<file path="config.mk">
export PLATFORM = sky130hd
export DESIGN_NAME = bp_cce_cfg_loader
export DESIGN_NICKNAME = d
export VERILOG_FILES = /design/src/rtl/bp_cce_pkg.sv /design/src/rtl/bp_cce_cfg_link_master.sv /design/src/rtl/bp_cce_cfg_loader.sv
export SDC_FILE = /design/constraint.sdc
export NUM_CORES = 1
export LEC_CHECK = 0
export BUFFER_PORTS_ARGS = -buffer_cell sky130_fd_sc_hd__buf_2
export CORE_ASPECT_RATIO = 1.1
export CORE_MARGIN = 3
export CORE_UTILIZATION = 31
export CTS_CLUSTER_DIAMETER = 200
export DETAILED_ROUTE_END_ITERATION = 8
export HOLD_SLACK_MARGIN = 0.08
export PLACE_DENSITY = 0.62
export SYNTH_ARGS = -nofsm -noshare
export SYNTH_HDL_FRONTEND = slang
export SYNTH_SLANG_ARGS = --single-unit
</file>
<file path="constraint.sdc">
create_clock -name clk_i -period 2.4 [get_ports clk_i]
set_input_delay 0.36 -clock clk_i [delete_from_list [all_inputs] [get_ports clk_i]]
set_output_delay 0.36 -clock clk_i [all_outputs]
set_load 0.01 [all_outputs]
</file>
<file path="src/rtl/bp_cce_pkg.sv">
// Shared types and defaults for the CCE boot-time config loader.
// The readback check is enabled by defining BP_CCE_CFG_VERIFY_EN.
package bp_cce_pkg;

    typedef enum logic [2:0] {
        e_reset    = 3'd0,
        e_fetch    = 3'd1,
        e_rom_wait = 3'd2,
        e_send     = 3'd3,
        e_mode     = 3'd4,
        e_rd       = 3'd5,
        e_rd_wait  = 3'd6,
        e_done     = 3'd7
    } bp_cce_cfg_loader_state_e;

    localparam int cfg_instr_base_addr_gp = 'h4000;
    localparam int cfg_mode_addr_gp       = 'h0000;
    localparam int cfg_mode_normal_gp     = 1;

    // Counter/select width that stays at least one bit for a count of 1.
    function automatic int safe_clog2(input int n);
        return (n > 1) ? $clog2(n) : 1;
    endfunction

endpackage

</file>
<file path="src/rtl/bp_cce_cfg_link_master.sv">
// Single outstanding config request held until the selected CCE accepts it,
// fanned out one-hot to the CCE chosen at load time.
module bp_cce_cfg_link_master
    import bp_cce_pkg::*;
#(
    parameter int num_cce_p   = 1,
    parameter int sel_width_p = 1,
    parameter int addr_w_p    = 15,
    parameter int data_w_p    = 64
) (
    input  logic                          clk,
    input  logic                          reset,
    input  logic                          load,
    input  logic [addr_w_p-1:0]           load_addr,
    input  logic [data_w_p-1:0]           load_data,
    input  logic                          load_w,
    input  logic [sel_width_p-1:0]        load_sel,
    input  logic [num_cce_p-1:0]          ready,
    output logic [num_cce_p*addr_w_p-1:0] addr,
    output logic [num_cce_p*data_w_p-1:0] data,
    output logic [num_cce_p-1:0]          v,
    output logic [num_cce_p-1:0]          w,
    output logic                          fire
);

    logic [addr_w_p-1:0]    addr_r;
    logic [data_w_p-1:0]    data_r;
    logic                   w_r;
    logic                   v_r;
    logic [sel_width_p-1:0] sel_r;
    logic [num_cce_p-1:0]   sel_onehot;

    always_comb begin
        sel_onehot = '0;
        for (int i = 0; i < num_cce_p; i++) begin
            sel_onehot[i] = (sel_r == sel_width_p'(i));
        end
    end

    // Ready from a CCE that is not the target never completes the request.
    assign fire = v_r & (|(sel_onehot & ready));

    always_ff @(posedge clk) begin
        if (reset) begin
            addr_r <= '0;
            data_r <= '0;
            w_r    <= 1'b0;
            v_r    <= 1'b0;
            sel_r  <= '0;
        end else if (load) begin
            addr_r <= load_addr;
            data_r <= load_data;
            w_r    <= load_w;
            v_r    <= 1'b1;
            sel_r  <= load_sel;
        end else if (fire) begin
            v_r <= 1'b0;
        end
    end

    always_comb begin
        addr = '0;
        data = '0;
        v    = '0;
        w    = '0;
        for (int i = 0; i < num_cce_p; i++) begin
            addr[i*addr_w_p +: addr_w_p] = addr_r;
            data[i*data_w_p +: data_w_p] = data_r;
            v[i] = v_r & sel_onehot[i];
            w[i] = v_r & w_r & sel_onehot[i];
        end
    end

endmodule

</file>
<file path="src/rtl/bp_cce_cfg_loader.sv">
// Boot sequencer: streams the microcode image from the boot ROM into each
// CCE, sets its mode to normal, then drops freeze. BP_CCE_CFG_VERIFY_EN adds readback.
// Request handshake: a request is presented with v and held unchanged until the
// cycle in which v and the selected CCE's ready are both 1; that cycle transfers it.
module bp_cce_cfg_loader
    import bp_cce_pkg::*;
#(
    parameter int num_cce_p             = 1,
    parameter int num_instr_p           = 256,
    parameter int cfg_link_addr_width_p = 16,
    parameter int cfg_link_data_width_p = 64,
    parameter int instr_base_addr_p     = cfg_instr_base_addr_gp,
    parameter int mode_addr_p           = cfg_mode_addr_gp,
    parameter int mode_normal_p         = cfg_mode_normal_gp
) (
    input  logic                                                clk_i,
    input  logic                                                reset_i,
    output logic [safe_clog2(num_instr_p)-1:0]                  boot_rom_addr_o,
    input  logic [cfg_link_data_width_p-1:0]                    boot_rom_data_i,
    output logic [num_cce_p*(cfg_link_addr_width_p-1)-1:0]      config_addr_o,
    output logic [num_cce_p*cfg_link_data_width_p-1:0]          config_data_o,
    output logic [num_cce_p-1:0]                                config_v_o,
    output logic [num_cce_p-1:0]                                config_w_o,
    input  logic [num_cce_p-1:0]                                config_ready_i,
    input  logic [num_cce_p*cfg_link_data_width_p-1:0]          config_data_i,
    input  logic [num_cce_p-1:0]                                config_v_i,
    output logic [num_cce_p-1:0]                                config_ready_o,
    output logic                                                freeze_o,
    output logic                                                done_o,
    output logic                                                error_o,
    output logic [2:0]                                          state_o
);

    localparam int instr_w_lp = safe_clog2(num_instr_p);
    localparam int cce_w_lp   = safe_clog2(num_cce_p);
    localparam int addr_w_lp  = cfg_link_addr_width_p - 1;
    localparam int dw_lp      = cfg_link_data_width_p;

    localparam logic [2:0] s_reset    = e_reset;
    localparam logic [2:0] s_fetch    = e_fetch;
    localparam logic [2:0] s_rom_wait = e_rom_wait;
    localparam logic [2:0] s_send     = e_send;
    localparam logic [2:0] s_mode     = e_mode;
    localparam logic [2:0] s_done     = e_done;
`ifdef BP_CCE_CFG_VERIFY_EN
    localparam logic [2:0] s_rd       = e_rd;
    localparam logic [2:0] s_rd_wait  = e_rd_wait;
`endif

    logic [2:0]            state_r, state_n;
    logic [instr_w_lp-1:0] instr_cnt_r;
    logic [cce_w_lp-1:0]   cce_cnt_r;
    logic                  instr_last, cce_last, word_done;
    logic                  load, load_w, fire;
    logic [addr_w_lp-1:0]  load_addr, instr_addr;
    logic [dw_lp-1:0]      load_data;

    assign instr_last = (instr_cnt_r == instr_w_lp'(num_instr_p - 1));
    assign cce_last   = (cce_cnt_r == cce_w_lp'(num_cce_p - 1));
    assign instr_addr = addr_w_lp'(instr_base_addr_p) + addr_w_lp'(instr_cnt_r);

`ifdef BP_CCE_CFG_VERIFY_EN
    logic [dw_lp-1:0]     data_r;
    logic [dw_lp-1:0]     rd_data;
    logic [num_cce_p-1:0] cce_onehot;
    logic                 rd_v;
    logic                 error_r;

    always_comb begin
        cce_onehot = '0;
        rd_data    = '0;
        for (int i = 0; i < num_cce_p; i++) begin
            cce_onehot[i] = (cce_cnt_r == cce_w_lp'(i));
            if (cce_onehot[i]) rd_data = config_data_i[i*dw_lp +: dw_lp];
        end
    end

    assign rd_v           = |(cce_onehot & config_v_i);
    assign config_ready_o = (state_r == s_rd_wait) ? cce_onehot : '0;
    assign error_o        = error_r;
`else
    logic unused_readback;
    assign unused_readback = ^{config_v_i, config_data_i};
    assign config_ready_o  = '0;
    assign error_o         = 1'b0;
`endif

    always_comb begin
        state_n   = state_r;
        load      = 1'b0;
        load_addr = instr_addr;
        load_data = boot_rom_data_i;
        load_w    = 1'b1;
        word_done = 1'b0;
        case (state_r)
            s_reset:    state_n = s_fetch;
            s_fetch:    state_n = s_rom_wait;
            s_rom_wait: begin
                load    = 1'b1;
                state_n = s_send;
            end
            s_send: begin
                if (fire) begin
`ifdef BP_CCE_CFG_VERIFY_EN
                    load      = 1'b1;
                    load_w    = 1'b0;
                    load_data = data_r;
                    state_n   = s_rd;
`else
                    word_done = 1'b1;
`endif
                end
            end
            s_mode: begin
                if (fire) state_n = cce_last ? s_done : s_fetch;
            end
`ifdef BP_CCE_CFG_VERIFY_EN
            s_rd: begin
                if (fire) state_n = s_rd_wait;
            end
            s_rd_wait: begin
                if (rd_v) word_done = 1'b1;
            end
`endif
            default: state_n = state_r;
        endcase
        // Last word of the image queues the mode write for this CCE.
        if (word_done) begin
            if (instr_last) begin
                state_n   = s_mode;
                load      = 1'b1;
                load_addr = addr_w_lp'(mode_addr_p);
                load_data = dw_lp'(mode_normal_p);
                load_w    = 1'b1;
            end else begin
                state_n = s_fetch;
            end
        end
    end

    always_ff @(posedge clk_i) begin
        if (reset_i) begin
            state_r     <= s_reset;
            instr_cnt_r <= '0;
            cce_cnt_r   <= '0;
        end else begin
            state_r <= state_n;
            if (word_done) instr_cnt_r <= instr_last ? '0 : instr_cnt_r + 1'b1;
            if (state_r == s_mode && fire && !cce_last) cce_cnt_r <= cce_cnt_r + 1'b1;
        end
    end

`ifdef BP_CCE_CFG_VERIFY_EN
    always_ff @(posedge clk_i) begin
        if (reset_i) begin
            data_r  <= '0;
            error_r <= 1'b0;
        end else begin
            if (state_r == s_rom_wait) data_r <= boot_rom_data_i;
            if (state_r == s_rd_wait && rd_v && rd_data != data_r) error_r <= 1'b1;
        end
    end
`endif

    bp_cce_cfg_link_master #(
        .num_cce_p  (num_cce_p),
        .sel_width_p(cce_w_lp),
        .addr_w_p   (addr_w_lp),
        .data_w_p   (dw_lp)
    ) link (
        .clk      (clk_i),
        .reset    (reset_i),
        .load     (load),
        .load_addr(load_addr),
        .load_data(load_data),
        .load_w   (load_w),
        .load_sel (cce_cnt_r),
        .ready    (config_ready_i),
        .addr     (config_addr_o),
        .data     (config_data_o),
        .v        (config_v_o),
        .w        (config_w_o),
        .fire     (fire)
    );

    assign boot_rom_addr_o = instr_cnt_r;
    assign done_o          = (state_r == s_done);
    assign freeze_o        = ~done_o;
    assign state_o         = state_r;

endmodule

</file>
After elaboration in Yosys (flattened, before gate mapping)
Index checks and enable logic that the tools add are counted.
- flip-flop bits (word level): 94
- input bits: 132
- output and inout bits: 96
- $add $sub $neg: 3
- equality and inequality tests: 7
- mux-type cells: 17
- bitwise gates (word level): 7
- reductions and logical operators: 6
- operators with widths (cell ; count):
    $mux W64 ; 2
    $mux W15 ; 2
    $add A15 B8 Y15 const A ; 1
    $mux W3 ; 4
    $pmux W3 S4 ; 1
    $add A8 B1 Y8 const B ; 1
    $eq A8 B8 Y1 const B ; 1
    $mux W8 ; 1
    $mux W1 ; 7
    $eq A3 B2 Y1 const B ; 2
    $eq A3 B3 Y1 const B ; 2
    $and A1 B1 Y1 ; 5
    $reduce_bool A5 Y1 ; 1
    $eq A3 B1 Y1 const B ; 1
    $logic_not A3 Y1 ; 1
    $ne A3 B3 Y1 const B ; 1
    $logic_and A1 B1 Y1 ; 2
    $not A1 Y1 ; 2
    $reduce_and A2 Y1 ; 1
    $reduce_bool A2 Y1 ; 1
    $add A1 B1 Y1 const B ; 1

Logic depth before layout (Yosys ltp)
Gate-level depths: netlist of run 1.
- depth in word-level cells: 7
- depth in mapped cells: 6
- gate-level depth less buffers: 5

By module
From an unflattened synthesis of run 1, not the netlist that was laid out.
- cell total of the unflattened synthesis: 427
- area total of the unflattened synthesis: 4307.9 µm²
- modules (own cells, without submodules) (module ; times used ; cells each ; area each (µm²) ; sequential area each (µm²)):
    bp_cce_cfg_link_master ; 1 ; 268 ; 2985.4 ; 1641.6
    bp_cce_cfg_loader ; 1 ; 159 ; 1322.5 ; 240.2

Worst setup path before layout of run 1
Ideal clock, no wire load.
- path kind: register -> register
- start point: reg instr_cnt_r[0] (netlist: boot_rom_addr_o[0])
- end point: reg link.addr_r[3] (netlist: link.addr[3])
- setup time: 0.117 ns
- data arrival time: 1.705 ns
- data required time: 2.283 ns
- path slack: 0.579 ns
- stages on the path, launching flop included: 7
- buffers on the path: 1
- period minus slack after synthesis: 1.821 ns
- path through: dfxtp_1 -> ha_1 -> nand3b_1 -> nor4_4 -> nor3_4 -> buf_6 -> a22o_1
- word-level cells in the longest chain between the ends: 3
- RTL lines (what ; line ; source):
    start, declared ; bp_cce_cfg_loader.sv:51 ; logic [instr_w_lp-1:0] instr_cnt_r;
    start signal, assigned ; bp_cce_cfg_loader.sv:148 ; if (word_done) instr_cnt_r <= instr_last ? '0 : instr_cnt_r + 1'b1;
    $add A15 B8 Y15 or $eq A8 B8 Y1 (tied branches) ; bp_cce_cfg_loader.sv:60, bp_cce_cfg_loader.sv:58 ;
    $mux W15 or $mux W1 (tied branches) ; bp_cce_cfg_loader.sv:129 ; if (instr_last) begin
    $mux W15 or $mux W1 (tied branches) ; bp_cce_cfg_loader.sv:128 ; if (word_done) begin
    end signal, assigned ; bp_cce_cfg_link_master.sv:51 ; addr_r <= load_addr;
    end, declared ; bp_cce_cfg_link_master.sv:26 ; logic [addr_w_p-1:0] addr_r;
Several ways; a longest one is shown, not always the timed one.
A chain may end at the register's enable or synchronous reset.

Worst setup path after layout of run 1
- start point: reg instr_cnt_r[0] (netlist: boot_rom_addr_o[0])
- end point: reg link.data_r[53] (netlist: link.data[53])
- word-level cells in the longest chain between the ends: 3
- RTL lines (what ; line ; source):
    $eq A8 B8 Y1 * ; bp_cce_cfg_loader.sv:58 ; assign instr_last = (instr_cnt_r == instr_w_lp'(num_instr_p - 1));
    $mux W64 or $mux W1 (tied branches) ; bp_cce_cfg_loader.sv:129 ;
    $mux W64 or $mux W1 (tied branches) ; bp_cce_cfg_loader.sv:128 ;
    end signal, assigned ; bp_cce_cfg_link_master.sv:52 ; data_r <= load_data;
    end, declared ; bp_cce_cfg_link_master.sv:27 ; logic [data_w_p-1:0] data_r;
Mark *: on every way between the ends. The rest lies on a longest branch, timed or not.

==> metrics.yaml, run 1 <==
layout:
  multi_input_area_sq_um: 1090
  regArea_sq_um: 1760
  final_cell_mix: "buf_2 (154), dfxtp_1 (88), a22o_1 (70)"
  layout_commonest_cell: "buf_2"
  synthToLayoutAreaGrowth_pct: 32.6
  postLayoutCellArea_sq_um: 4020
  nNetsFinal: 543
  n_antenna_cell: 0
  num-fill-cells: 926
  layout-drive-gt1-share_pct: 43.7
global_route:
  overflow: 0
  first_global_vias: 2453
  grt_max_degree: 45
  antenna_found_initial: 0
  grt_first_pass_wirelength_um: 11600
  track_usage_pct: 13.3
timing:
  drv_slew: 0
  fin_crit_ns: 1.98
  hold_viol_final: 0
  timing.fmax_ghz: 0.505
  finalSetupViolCount: 0
  fin_worst_skew_ns: 0.00708
  grt_setup_unrepaired: "false"
  finalSetupTns_ns: 0
  min_period_over_period_pct: 82.4
setup_path:
  cpMaxStageDelayCell: "dfxtp_1"
  arrival_ns: 2.21
  path_cells: "ha_1 > nand3b_1 > nor4_4 > nor3_4 > buf_4 > a22o_1"
  path_class: "reg2reg"
  max_stage_delay_ns: 0.42
  cp_top_family: "simple AND/OR/NAND/NOR gates"
  critical_path_required_ns: 2.63
  critPathBufInv: 1
  endpoint_kind: "flip-flop"
  cp_max_fo: 44
  crit_path_start_kind: "flip-flop"
  reg2reg_setup_slack_ns: 0.42
clock_network:
  cts_tree: "done"
  cts.path.max_buffers: 2
  numCtsBuffers: 9
  post_cts_resized: 0
  cts.clk_slew.worst_paths_ns: 0.09
  ctsHtreeMaxLevel: 3
  cts_hold_buf: 0
  cts_sinks: 88
  clk_latency_ns: 0.34
  cts_root_buffer: "clkbuf_8"
  post_cts_buffers: 0
placed_design:
  io_buffer_count: 154
  hpwl_um: 5320
  postPlaceCellArea_sq_um: 3830
  gp_congestion: 0.776
floorplan:
  fp.dieW_um: 100
  dieHeight_um: 110
  rows: 37
  ios: 228
  start_util_pct: 32.1
  coreArea_sq_um: 9440
  floorplan.die_area_sq_um: 11000
power_and_ir_drop:
  p_per_area_nw_per_um2: 700
  p_leak_nw: 2.00
  peakVddDrop_mv: 0.225
routing:
  via_count: 2543
  drt_iter0_markers: 88
  vias_per_cell: 4.79
  wirelength_um: 7460
  routedWlPerCell_um: 14.1
  dr.pass1.iters: 4
  ant_nets: 0
  drc: 0
logic_synthesis:
  yosysSeqAreaShare_pct: 58.2
  synthFlopType: "dfxtp_1"
  synth_edf_count: 0
  yosys_warnings: 0
  yosysUniqueCellTypes: 33
  syn_inst: 258
  synth.avg_cell_area_sq_um: 11.7
  synth_seq_cells: 88
  synth_area_sq_um: 3030
  async_reset_ff_share_pct: 0
flow_run:
  drv_cap: 0
worst_hold_path:
  hold_class: "in2reg"
run_status:
  status: "complete, no violations"
cells by family (layout without fill, tap and decap cells):
kind of cell	after synthesis	in the layout	share of synthesized area [%]
XOR/XNOR	6	6	1.73
multiplexers	1	1	0.330
adder cells (fa/ha/maj)	1	1	0.413
AND/OR/NAND/NOR	49	49	10.1
other	1	8	0.124
AO/OA/AOI/OAI	82	82	22.4
buffers and inverters	30	179	6.77
flip-flops	88	88	58.2
Yosys cell counts (all sizes together), types with 2 or more instances:
| master | count | area, sq um |
|---|---|---|
| clkbuf | 8 | 30.0 |
| nor3 | 12 | 76.3 |
| nor4 | 2 | 27.5 |
| o21ai | 4 | 20.0 |
| buf | 18 | 160 |
| a22o | 71 | 623 |
| dfxtp | 88 | 1760 |
| nand2b | 3 | 18.8 |
| nand3b | 2 | 15.0 |
| nor2 | 14 | 52.6 |
| inv | 4 | 15.0 |
| nor2b | 2 | 12.5 |
| a21oi | 7 | 35.0 |
| nand3 | 3 | 15.0 |
| nand2 | 3 | 11.3 |
| nand4b | 2 | 32.5 |
| xnor2 | 6 | 52.6 |
routing by layer:
layer	vias up	routed length [um]	track usage (%)
met5	-	0	0
met4	0	92	5.39
met3	8	591	4.06
met2	95	3680	23.1
met1	1202	3100	15.2
li1	1238	-	-
path summary, 6_finish.rpt:
path                            start            end  depth (start not counted)
setup / recovery   boot_rom_addr_o[0]  link.data[53]                          6
hold / removal    boot_rom_data_i[30]  link.data[30]                          2
setup reg to reg   boot_rom_addr_o[0]  link.data[53]                          6
hold reg to reg         link.addr[14]  link.addr[14]                          2
registers in the layout, summed over array words and instances (netlist names):
name	flops
boot_rom_addr_o	8
cce_cnt_r	1
link.addr	9
link.data	64
link.sel_r	1
link.v_r	1
link.w_r	1
state_o	3
power by group:
| group | total [mW] | switching, mW | internal [mW] |
|---|---|---|---|
| registers | 1.56 | 0.0359 | 1.53 |
| clock network | 0.941 | 0.485 | 0.457 |
| logic | 0.309 | 0.167 | 0.141 |
| total | 2.81 | 0.688 | 2.13 |
final cells by class:
cell class                      instances  share of cell area (%)
Timing Repair Buffer                  160                    20.3
Clock buffer                           13                    4.21
Inverter                                4                   0.374
Multi-Input combinational cell        147                    27.3
Tap cell                              117                    3.64
Sequential cell                        88                    43.9
Clock inverter                          2                   0.343
worst register-to-register path: cells and delay by family, from the launching register on:
kind | cells | cell delay [ns]
AND/OR/NAND/NOR | 3 | 0.66
flip-flops | 1 | 0.42
AO/OA/AOI/OAI | 1 | 0.32
buffers and inverters | 1 | 0.28
adder cells (fa/ha/maj) | 1 | 0.20
per-stage QoR:
step / hold slack [ns] / util, % / instances / worst slack [ns] / power, mW
final: 0.218 / 42.5 / 531 / 0.421 / 2.81
after global routing: 0.195 / 42.5 / 531 / 0.258 / 2.96
after CTS: 0.187 / 42.5 / 531 / 0.411 / 2.87
after detailed placement: 0.455 / 40.6 / 516 / 0.415 / 1.91
after global placement: 0.454 / 40.6 / 516 / 0.479 / 1.90
after floorplan: 0.440 / - / 265 / 0.579 / 1.78
Power figures use the tool's default switching activity.
==> inputs of run 2 (changes only) <==
Settings changed: PLACE_DENSITY 0.62 to 0.64.
Clock period 2.4 ns to 1.8 ns, I/O delays scaled along.
==> run 2 against run 1 <==
- first-iteration DRC count fell by 41%
- final area up 6.0%
- clock power increased by 46%
- die area stayed put
- wire length rose by 1.7%
- clock skew is 0.00080 ns higher
- combinational power up 50%
- worst setup slack worse by 0.37 ns
- maximum frequency is 13% higher
- non-clock buffer count grew 20
- clock-buffer cell count is 1 higher
- sequential share of layout area down 2.4 points
- critical path type unchanged
- critical endpoint is now link.data[11]
==> metrics.yaml, run 2 (same netlist as run 1, synthesis figures left out) <==
timing:
  timing.fmax_ghz: 0.573  # was 0.505 GHz
  min_period_over_period_pct: 96.9  # was 82.4%
  grt_setup_unrepaired: "true"  # was false
  drv_slew: 0  # unchanged
  hold_ws_ns: 0.123  # was 0.218 ns
  finalSetupTns_ns: 0  # unchanged
  hold_viol_final: 0  # unchanged
  fin_crit_ns: 1.74  # was 1.98 ns
  fin_worst_skew_ns: 0.00788  # was 0.00708 ns
  finalSetupViolCount: 0  # unchanged
routing:
  drc: 0  # unchanged
  ant_nets: 0  # unchanged
  routedWlPerCell_um: 13.7  # was 14.1 um
  via_count: 2556  # was 2543
  drt_iter0_markers: 52  # was 88
  dr.pass1.iters: 4  # unchanged
  wirelength_um: 7590  # was 7460 um
  vias_per_cell: 4.63  # was 4.79
global_route:
  grt_max_degree: 72  # was 45
  grt_first_pass_wirelength_um: 11600  # about the same
  track_usage_pct: 13.3  # about the same
  first_global_vias: 2377  # was 2453
  antenna_found_initial: 0  # unchanged
  overflow: 0  # unchanged
layout:
  final_core_util_pct: 45.1  # was 42.5%
  n_antenna_cell: 0  # unchanged
  layout_commonest_cell: "buf_2"  # unchanged
  final_cell_mix: "buf_2 (154), dfxtp_1 (86), a22o_1 (70)"  # was buf_2 (154), dfxtp_1 (88), a22o_1 (70)
  layout-drive-gt1-share_pct: 46.7  # was 43.7%
  largest_reg_flops: 64  # unchanged
  nNetsFinal: 563  # was 543
  synthToLayoutAreaGrowth_pct: 40.6  # was 32.6%
  num-fill-cells: 904  # was 926
  fin_cells: 552  # was 531
clock_network:
  cts.path.max_buffers: 2  # unchanged
  clk_latency_ns: 0.34  # about the same
  cts_sinks: 88  # unchanged
  cts_root_buffer: "clkbuf_8"  # unchanged
  numCtsBuffers: 9  # unchanged
  cts_tree: "done"  # unchanged
  cts.clk_slew.worst_paths_ns: 0.08  # was 0.09 ns
  ctsHtreeMaxLevel: 3  # unchanged
floorplan:
  rows: 37  # unchanged
  fp.dieW_um: 100  # unchanged
  ios: 228  # unchanged
  start_util_pct: 32.1  # unchanged
  coreArea_sq_um: 9440  # unchanged
  dieHeight_um: 110  # unchanged
  floorplan.die_area_sq_um: 11000  # unchanged
worst_hold_path:
  holdPathEnd: "link.data[38]"  # was link.data[30]
  hold_class: "in2reg"  # unchanged
  hold_path_depth: 2  # unchanged
  hold_start: "boot_rom_data_i[38]"  # was boot_rom_data_i[30]
setup_path:
  worstRegToRegCells: 7  # was 6
  reg2reg_from: "boot_rom_addr_o[0]"  # unchanged
  critPathBufInv: 2  # was 1
  path_class: "reg2reg"  # unchanged
  max_stage_delay_ns: 0.38  # was 0.42 ns
  reg2reg_setup_slack_ns: 0.06  # was 0.42 ns
  timing.rr.end: "link.data[11]"  # was link.data[53]
  cp_top_family: "simple AND/OR/NAND/NOR gates"  # unchanged
  arrival_ns: 1.98  # was 2.21 ns
  endpoint_kind: "flip-flop"  # unchanged
  cpMaxStageDelayCell: "nor4_4"  # was dfxtp_1
  critical_path_required_ns: 2.04  # was 2.63 ns
  path_cells: "ha_4 > nand3b_1 > nor4_4 > nor3_4 > buf_6 > clkbuf_16 > a22o_1"  # was ha_1 > nand3b_1 > nor4_4 > nor3_4 > buf_4 > a22o_1
  crit_path_start_kind: "flip-flop"  # unchanged
  cp_max_fo: 10  # was 44
run_status:
  status: "complete, no violations"  # unchanged
power_and_ir_drop:
  peakVddDrop_mv: 0.361  # was 0.225 mV
  p_per_area_nw_per_um2: 920  # was 700 nW/um^2
  p_total_mw: 3.92  # was 2.81 mW
  p_leak_nw: 2.12  # was 2.00 nW
placed_design:
  io_buffer_count: 154  # unchanged
  placed_cells: 531  # was 516
  hpwl_um: 5460  # was 5320 um
  gp_congestion: 0.728  # was 0.776
flow_run:
  drv_cap: 0  # unchanged
-- run 2: changes by cell type in the layout (fill, tap and decap cells not counted), sizes merged --
| cell | change |
|---|---|
| bufinv | +1 |
| clkinv | -2 |
| clkinvlp | +1 |
| clkbuf | +2 |
| buf | +19 |
-- run 2: worst max path at each step --
stage / from / to / slack (ns) / cells after the start
finish: boot_rom_addr_o[0] / link.data[11] / 0.06 / 7
global route: boot_rom_addr_o[0] / link.data[15] / -0.01 / 7
CTS: boot_rom_addr_o[0] / link.data[26] / 0.03 / 7
detailed placement: boot_rom_addr_o[0] / link.data[31] / -0.05 / 6
global placement: boot_rom_addr_o[0] / link.data[45] / -0.03 / 6
floorplan: boot_rom_addr_o[0] / link.addr[3] / 0.02 / 6
-- run 2: metal layers --
layer  vias to the layer above  share of wire (%)  GRT usage (%)
li1                       1279                  -              -
met1                      1172                 44           16.7
met2                        96                 47           21.1
met3                         9                8.0           3.49
met4                         0                1.7           6.93
met5                         -                  0              0
-- run 2: final cells by class --
class | instances | area [sq um] | area share (%)
clock buffers | 14 | 163 | 3.82
clock inverters | 2 | 37.5 | 0.882
inverters | 4 | 15.0 | 0.353
multi-input cells | 147 | 1110 | 26.0
flip-flops and latches | 88 | 1760 | 41.4
well taps | 117 | 146 | 3.44
repair buffers | 180 | 1020 | 24.1
-- run 2: report_power, final --
group	internal, mW	switching, mW	total (mW)	leakage [nW]
Clock	0.720	0.649	1.37	0.0969
Combinational	0.231	0.233	0.464	1.30
Sequential	2.04	0.0480	2.08	0.716
Total	2.99	0.930	3.92	2.12
-- run 2: what timing repair did --
action                     4_1_cts  5_1_grt
gates cloned                     0        1
gates resized for setup          0        5
setup buffers                    4        1
setup endpoints to repair       63       65
pin swaps                        1       12
hold buffers                     0        0
-- run 2: stage by stage --
step                setup WS [ns]  area (sq um)
finish                     0.0554          4260
global route              -0.0101          4260
CTS                        0.0295          4230
detailed placement        -0.0519          4000
global placement          -0.0332          4000
floorplan                  0.0221          3060
==> inputs of run 3 (changes only) <==
==> constraint.sdc (replaced) <==
create_clock -name clk_i -period 1.8 [get_ports clk_i]
set_input_delay 0.18 -clock clk_i [delete_from_list [all_inputs] [get_ports clk_i]]
set_output_delay 0.18 -clock clk_i [all_outputs]
set_load 0.01 [all_outputs]
==> run 3 against run 2 <==
- sequential share of layout area decreased by 5.4 points
- maximum frequency about the same
- clock skew about the same
- hold slack got worse by 0.0044 ns
- total power increased by 2.9%
- die area unchanged
- sequential power about the same
- critical path type unchanged
==> metrics.yaml, run 3 (same netlist as run 1, synthesis figures left out) <==
run_status:
  status: "complete, no violations"  # unchanged
timing:
  hold_viol_final: 0  # unchanged
  postLayoutSetupSlackWorst_ns: 0.0565  # was 0.0554 ns
  finalSetupViolCount: 0  # unchanged
  drv_slew: 0  # unchanged
  fin_crit_ns: 1.74  # about the same
  timing.fmax_ghz: 0.574  # was 0.573 GHz
  grt_setup_unrepaired: "true"  # unchanged
  fin_worst_skew_ns: 0.00836  # was 0.00788 ns
  min_period_over_period_pct: 96.9  # about the same
placed_design:
  hpwl_um: 5460  # unchanged
  gp_congestion: 0.728  # unchanged
  placed_cells: 531  # unchanged
  io_buffer_count: 154  # unchanged
  dp_slack_ns: -0.0519  # unchanged
layout:
  fin_cells: 615  # was 552
  synthToLayoutAreaGrowth_pct: 61.6  # was 40.6%
  final_core_util_pct: 51.8  # was 45.1%
  nNetsFinal: 626  # was 563
  n_antenna_cell: 0  # unchanged
  layout_commonest_cell: "buf_2"  # unchanged
  layout-drive-gt1-share_pct: 40.8  # was 46.7%
  largest_reg_flops: 64  # unchanged
  final_cell_mix: "buf_2 (154), dfxtp_1 (86), a22o_1 (70)"  # unchanged
routing:
  drt_iter0_markers: 65  # was 52
  via_count: 2838  # was 2556
  ant_nets: 0  # unchanged
  drc: 0  # unchanged
  vias_per_cell: 4.61  # was 4.63
  routedWlPerCell_um: 14.3  # was 13.7 um
  wirelength_um: 8790  # was 7590 um
  dr.pass1.iters: 6  # was 4
global_route:
  grt_max_degree: 72  # unchanged
  overflow: 0  # unchanged
  track_usage_pct: 15.5  # was 13.3%
  grt_first_pass_wirelength_um: 13400  # was 11600 um
  antenna_found_initial: 0  # unchanged
  first_global_vias: 2783  # was 2377
floorplan:
  coreArea_sq_um: 9440  # unchanged
  floorplan.die_area_sq_um: 11000  # unchanged
  start_util_pct: 32.1  # unchanged
  ios: 228  # unchanged
  rows: 37  # unchanged
  fp.dieW_um: 100  # unchanged
  dieHeight_um: 110  # unchanged
setup_path:
  path_class: "reg2reg"  # unchanged
  critical_path_required_ns: 2.04  # about the same
  arrival_ns: 1.98  # about the same
  crit_path_start_kind: "flip-flop"  # unchanged
  endpoint_kind: "flip-flop"  # unchanged
  cp_max_fo: 10  # unchanged
  reg2reg_setup_slack_ns: 0.06  # about the same
power_and_ir_drop:
  p_leak_nw: 2.39  # was 2.12 nW
  peakVddDrop_mv: 0.366  # was 0.361 mV
  p_total_mw: 4.03  # was 3.92 mW
  p_per_area_nw_per_um2: 823  # was 920 nW/um^2
clock_network:
  cts_sinks: 88  # unchanged
  ctsHtreeMaxLevel: 3  # unchanged
  clk_latency_ns: 0.35  # was 0.34 ns
  cts.clk_slew.worst_paths_ns: 0.08  # about the same
  numCtsBuffers: 9  # unchanged
  cts_root_buffer: "clkbuf_8"  # unchanged
  cts.path.max_buffers: 2  # unchanged
  cts_tree: "done"  # unchanged
worst_hold_path:
  hold_class: "in2reg"  # unchanged
flow_run:
  drv_cap: 0  # unchanged
==> run 3: changes by cell type in the layout (fill, tap and decap cells not counted), sizes merged <==
cell         delta
dlygate4sd3    +63
==> run 3: area by class of cell <==
class	count	area, sq um
Clock inverter	2	37.5
Timing Repair Buffer	243	1660
Tap cell	117	146
Sequential cell	88	1760
Multi-Input combinational cell	147	1110
Inverter	4	15.0
Clock buffer	14	163
Fill cell	845	4550
==> run 3: path summary, 6_finish.rpt <==
| check | cells past startpoint | end | startpoint |
|---|---|---|---|
| hold / removal | 3 | link.data[0] | boot_rom_data_i[0] |
| hold reg to reg | 1 | link.data[21] | link.data[21] |
| setup / recovery | 7 | link.data[6] | boot_rom_addr_o[0] |
| setup reg to reg | 7 | link.data[6] | boot_rom_addr_o[0] |
==> run 3: what timing repair did <==
action,4_1_cts,5_1_grt
setup buffers,4,1
cloned,0,1
setup endpoints to repair,63,65
hold buffers,63,0
gates resized for setup,0,6
hold endpoints to repair,63,0
pin swaps,1,8
==> run 3: where the power goes <==
group	switching [mW]	internal, mW	total [mW]
Sequential	0.0502	2.04	2.09
Clock	0.643	0.720	1.36
Combinational	0.259	0.321	0.580
==> run 3: metal layers <==
layer	vias up	part of all wire [%]	wire (um)	track usage, %
met3	16	6.8	599	3.55
met4	0	2.3	204	8.08
met5	-	0	0	0
met1	1310	42	3670	18.0
li1	1404	-	-	-
met2	108	49	4320	26.4
==> run 3: worst max-delay path, stage by stage (launching register included) <==
cell and delay, ns:
dfxtp_2 0.36, ha_4 0.14, nand3b_1 0.14, nor4_4 0.37
nor3_4 0.08, buf_6 0.15, clkbuf_16 0.17, a22o_1 0.23
==> run 3: through the flow <==
step | cell area, sq um | TNS [ns] | hold WS [ns]
after floorplan | 3060 | 0 | 0.305
final | 4900 | 0 | 0.119
after detailed placement | 4000 | -1.67 | 0.395
after CTS | 4860 | 0 | 0.0993
after global placement | 4000 | -0.681 | 0.389
after global routing | 4900 | -0.0823 | 0.159
